**config.mk**
```make
export PLATFORM = sky130hd
export DESIGN_NAME = seq_arith_nbit_add_carry_digit
export DESIGN_NICKNAME = d
export VERILOG_FILES = /design/src/rtl/seq_arith_nbit_add_carry_digit.sv
export SDC_FILE = /design/constraint.sdc
export NUM_CORES = 1
export LEC_CHECK = 0
export ABC_AREA = 1
export BUFFER_PORTS_ARGS = -buffer_cell sky130_fd_sc_hd__buf_4
export CELL_PAD_IN_SITES_DETAIL_PLACEMENT = 0
export CELL_PAD_IN_SITES_GLOBAL_PLACEMENT = 2
export CORE_AREA = 3 3 79 81
export CTS_BUF_LIST = sky130_fd_sc_hd__clkbuf_8
export DETAILED_ROUTE_END_ITERATION = 10
export DIE_AREA = 0 0 82 84
export PLACE_DENSITY = 0.77
export SYNTH_ARGS = -nofsm -noshare
export SYNTH_HDL_FRONTEND = slang
export SYNTH_SLANG_ARGS = --single-unit
```
**constraint.sdc**
```tcl
create_clock -name clk -period 1.75 [get_ports clk]
set_input_delay 0.2625 -clock clk [delete_from_list [all_inputs] [get_ports clk]]
set_output_delay 0.2625 -clock clk [all_outputs]
set_load 0.02 [all_outputs]
```
**src/rtl/seq_arith_nbit_add_carry_digit.sv**
```systemverilog
// Digit-serial adder: in0 + in1 + cin over NBITS/DBITS cycles, LSB digit first,
// behind val/rdy handshakes. Reports unsigned carry-out and signed overflow.
module seq_arith_nbit_add_carry_digit #(
  parameter int NBITS = 8,
  parameter int DBITS = 1
) (
  input  logic             clk,
  input  logic             reset,
  input  logic             in_val,
  output logic             in_rdy,
  input  logic [NBITS-1:0] in0,
  input  logic [NBITS-1:0] in1,
  input  logic             cin,
  output logic             out_val,
  input  logic             out_rdy,
  output logic [NBITS-1:0] out,
  output logic             cout,
  output logic             ovf
);

  localparam int NSTEPS = NBITS / DBITS;
  localparam int SW     = (NSTEPS > 1) ? $clog2(NSTEPS) : 1;
  localparam logic [SW-1:0] STEP_LAST = SW'(NSTEPS - 1);

  typedef enum logic [1:0] {IDLE, CALC, DONE} state_e;

  state_e           state_q;
  logic [NBITS-1:0] a_q, b_q, sum_q, out_q;
  logic             a_msb_q, b_msb_q, carry_q, cout_q, ovf_q;
  logic [SW-1:0]    step_q;
  logic [DBITS:0]   slice_sum;
  logic [NBITS-1:0] sum_d;

  // Operands shift right each step so the active digit is always at bit 0;
  // the sum fills from the top so it is aligned after the last step.
  assign slice_sum = {1'b0, a_q[DBITS-1:0]} + {1'b0, b_q[DBITS-1:0]}
                   + {{DBITS{1'b0}}, carry_q};
  assign sum_d     = (sum_q >> DBITS)
                   | (NBITS'(slice_sum[DBITS-1:0]) << (NBITS - DBITS));

  always_ff @(posedge clk or negedge reset) begin
    if (!reset) begin
      state_q <= IDLE;
      a_q     <= '0;
      b_q     <= '0;
      sum_q   <= '0;
      out_q   <= '0;
      a_msb_q <= 1'b0;
      b_msb_q <= 1'b0;
      carry_q <= 1'b0;
      cout_q  <= 1'b0;
      ovf_q   <= 1'b0;
      step_q  <= '0;
    end else begin
      case (state_q)
        IDLE: if (in_val) begin
          a_q     <= in0;
          b_q     <= in1;
          a_msb_q <= in0[NBITS-1];
          b_msb_q <= in1[NBITS-1];
          carry_q <= cin;
          sum_q   <= '0;
          step_q  <= '0;
          state_q <= CALC;
        end
        CALC: begin
          a_q     <= a_q >> DBITS;
          b_q     <= b_q >> DBITS;
          sum_q   <= sum_d;
          carry_q <= slice_sum[DBITS];
          step_q  <= step_q + 1'b1;
          if (step_q == STEP_LAST) begin
            // Visible result only changes here, never with partial sums.
            out_q   <= sum_d;
            cout_q  <= slice_sum[DBITS];
            ovf_q   <= (a_msb_q == b_msb_q) && (sum_d[NBITS-1] != a_msb_q);
            state_q <= DONE;
          end
        end
        DONE: if (out_rdy) state_q <= IDLE;
        default: state_q <= IDLE;
      endcase
    end
  end

  assign in_rdy  = reset && (state_q == IDLE);
  assign out_val = (state_q == DONE);
  assign out     = out_q;
  assign cout    = cout_q;
  assign ovf     = ovf_q;

endmodule

```
==> results <==
- Row generation in the floorplan step produced 27 rows.
- The headroom to the max-slew limit is 0.657.
- The detail-routed net length per standard cell is about 13 um.
- The via count of the first global-routing pass is approximately 1,500.
- In this run the worst setup path terminates at out_val.
- Across the VDD grid, the largest voltage drop is roughly 0.00072 V.
- Buffers added to address setup during post-CTS repair amount to 0.
- The total area inside the core boundary comes to 0.00554 mm2.
- The clock arrives with 0.00708 ns of skew.
- Once placement completed, the tool counted placed cells totaling 328.
- Broken down by cell family, the worst path's largest delay share belongs to buffers and inverters.
- The number of nets handed over by synthesis was 249.
- The tree is rooted in a clkbuf_8.
- For this run, the post-layout net count is between 200 and 300.
- The share of the clock period used by the worst path is 0.908.
- The first routing iteration left 75 violations.
- For met1 alone, demand over resource in global routing was 0.200.
- The count of TritonRoute iterations in the first routing pass is 4.
- The worst register-to-register path begins at a_q[0].
- The most common cell in the netlist is nand2_1.
- CTS saw 41 sinks.
- The vertical extent of the die is roughly 84 um.
- The full die area is roughly 0.0069 mm2.
- The share of Yosys cell area claimed by the top area cell type is 0.556.
- The final number of hold-violating endpoints came to 0.
- Together, buffers and inverters on the worst path number 3.
- Dividing the detail-routed via count by the number of cells gives roughly 4.5.
- The worst path arrival time is roughly 1.3 ns.
- The critical path startpoint category is a flip-flop.
- The critical path goes through inv_2 > buf_4 > nor2_1 > buf_4.
- Once placement finished, the instance area stood at around 0.0022 mm2.
- At the pin with the least slew margin, the transition time is roughly 0.52 ns.
- The wire-length estimate of the detail-placed layout is about 3000 um.
- The largest total area in the synthesized netlist belongs to dfrtp_1.
- Max-cap violations in this run came to 0.
- For this design the static power due to leakage is 1.23 nW.
- The critical-path maximum fanout is 10.
- After synthesis the cells add up to between 0.0015 and 0.002 mm2.
- The length in cells of the worst reg-to-reg path is 7.
- Setup slack on the critical path of the routed design comes to 0.161 ns.
- The worst register-to-register path ends at ovf.
- The largest net degree at the start of global routing is 42.
- The maximum cell stage delay along the critical path is 0.43 ns.
- Once detail routing completed, the nets flagged for antenna violations numbered 0.
- The clock reaches the later pin of the worst-skew pair after approximately 0.29 ns.
- For this run, global-route usage on met2 was measured as 0.201.
- The Yosys step of the flow raised 0 warnings.
- In this run the number of cells on the critical path is 4.
- The number of synthesized flops with an enable pin is 0.
- The worst setup path is of the flip-flop to output pin kind.
- The count of non-filler cells in the finished layout is about 340.
- TritonCTS built the clock tree.
- Compared with the post-synthesis result, the final layout area differs by 24.3%.
- The total power per unit cell area is between 1500 and 2000 mW/mm2.
- The number of clock buffers added by TritonCTS is 5.
- The total overflow reported by the global router is 0.
- The worst hold margin is 0.0507 ns.
- The most numerous cell type found on the critical path is buf_4.
- The commonest cells after synthesis are nand2_1 (108), dfrtp_1 (41), o21ai_0 (21).
- The count of distinct cell types in the synthesized netlist is 19.
- The portion of the post-synthesis area used by sequential elements is 0.556.
- The wire length of the first global-routing pass is ~7400 um.
- The number of gates resized after CTS is 0.
- A synthesized cell averages between 8 and 9 um2.
- No sink is reached through more buffers than the 2 on the longest clock path.
- The global placer's final weighted congestion is 0.703.
- The summed negative setup slack over all endpoints is 0 ns.
- The met3 track demand over resource is 0.0335.
- Clock-pin slew was measured on the worst setup and hold paths at 0.08 ns.
- Of the cells placed in the final design, the portion with a size suffix greater than 1 is 0.201.
- The starting utilization of the core area is 0.333.
- The capturing element type of the critical path is an output pin.
- After synthesis, the cell types taking the most area are dfrtp_1 (56%), nand2_1 (22%), o21ai_0 (5.7%).
- The repair_antennas step left the layout with diodes totalling 0.
- The initial antenna violation count came to 0.
- The final routed DRC violation total is 0.
- Setup violations remaining at the end of the flow were counted as 0.
- At the placement stage, the worst setup path has a slack of around 0.34 ns.
- Setup repair after global routing left no endpoint under its margin.
- The number of port buffers is 32.
- For this run, the total global-route usage over all layers was measured as 0.139.
- The cell with the largest stage delay on the worst path is dfrtp_1.
- The class of the tightest hold or removal check is input pin to asynchronous set/reset pin.
- The highest achievable clock rate is 629 MHz.
- The final cell area excluding filler cells is between 0.002 and 0.0025 mm2.
- The number of max-slew violations in the final report is 0.
- After global routing, the most crowded layer is met2.
- Synthesis inferred 41 register bits.
- The flow ran to the end, and the final reports show no timing, DRC or antenna violations.
- Summing over every cut layer, the via total after detailed routing is roughly 1,500.
- For flop-to-flop paths, the worst setup slack is 0.34 ns.
- In this run the number of H-tree levels came out at 2.
- The die is approximately 82 um wide.
- The post-synthesis async set-or-reset flop share is 1.00.
- Subtracting the final worst setup slack from the clock period gives ~1.6 ns.
- After technology mapping, the gate count stands at approximately 230.
- Data on the critical path is required at its endpoint by 1.49 ns.
- After detailed routing, the total wire length is 4230 um.
- The prevailing post-synth register cell is dfrtp_1.
- For this design, the CTS-stage hold fixing added 0 buffers.
- The number of placed I/O pins is 33.
- The most critical setup path has its startpoint at state_q[1].
## per-layer routing
metal,wire (um),up-vias
li1,-,774
met1,2160,705
met4,53,0
met5,0,-
met2,1860,23
met3,158,5
## worst register-to-register path: stages, from the launching register on
cell     delay (ns)
dfrtp_1        0.36
inv_1          0.06
fa_1           0.62
nor2_1         0.07
nand2_1        0.05
nand2_1        0.04
nand2_1        0.05
nand2_1        0.04
## cells by family (layout without fill, tap and decap cells)
kind of cell,count (synthesis),after routing,synth area share
flops,41,41,0.556
simple gates,132,132,0.285
buf+inv,26,65,0.0657
compound gates,23,23,0.0698
fa+ha+maj,3,3,0.0244
## power breakdown
group	leakage [nW]	switching [W]	internal (W)	total, W
clock	0.0543	0.000347	0.000427	0.000774
combinational	0.645	0.000918	0.000600	0.00152
sequential	0.529	0.000232	0.00133	0.00156
total	1.23	0.00150	0.00236	0.00386
## how the worst min path moves through the flow
stage / from / endpoint / slack (ns)
final: reset / out[1] / 0.05
after global routing: reset / out[2] / 0.10
after CTS: reset / out[2] / 0.08
after detailed placement: reset / out[1] / 0.40
after global placement: reset / sum_q[2] / 0.41
after floorplan: reset / a_msb_q / -0.03
## final cells by class
type | instances | area [um2]
inverter | 17 | 63.8
tap | 72 | 90.1
timing repair buffer | 40 | 300
fill | 599 | 3250
clock buffer | 5 | 68.8
clock inverter | 3 | 46.3
sequential | 41 | 1030
multi-input combinational | 158 | 699
## placed cells by master (no fill, tap or decap), drive strengths merged
cell type  instances
fa                 1
inv               17
ha                 2
nor3b              1
nor2               5
clkinvlp           1
bufinv             1
clkinv             1
buf               40
clkbuf             5
dfrtp             41
nand2            109
nand3             17
o31ai              1
o21ai             22
## sequential cells by signal, summed over array words and instances, names as in the netlist, 2 cells and up
register / flops
sum_q: 7
out: 8
state_q: 2
b_q: 8
step_q: 3
a_q: 8
## metrics by stage
| stage | total power [W] | utilization |
|---|---|---|
| floorplan | 0.00262 | - |
| finish | 0.00386 | 0.414 |
| CTS | 0.00393 | 0.414 |
| global placement | 0.00315 | 0.393 |
| global route | 0.00426 | 0.414 |
| detailed placement | 0.00314 | 0.393 |
Note: power is estimated with default switching activity, not from simulation.
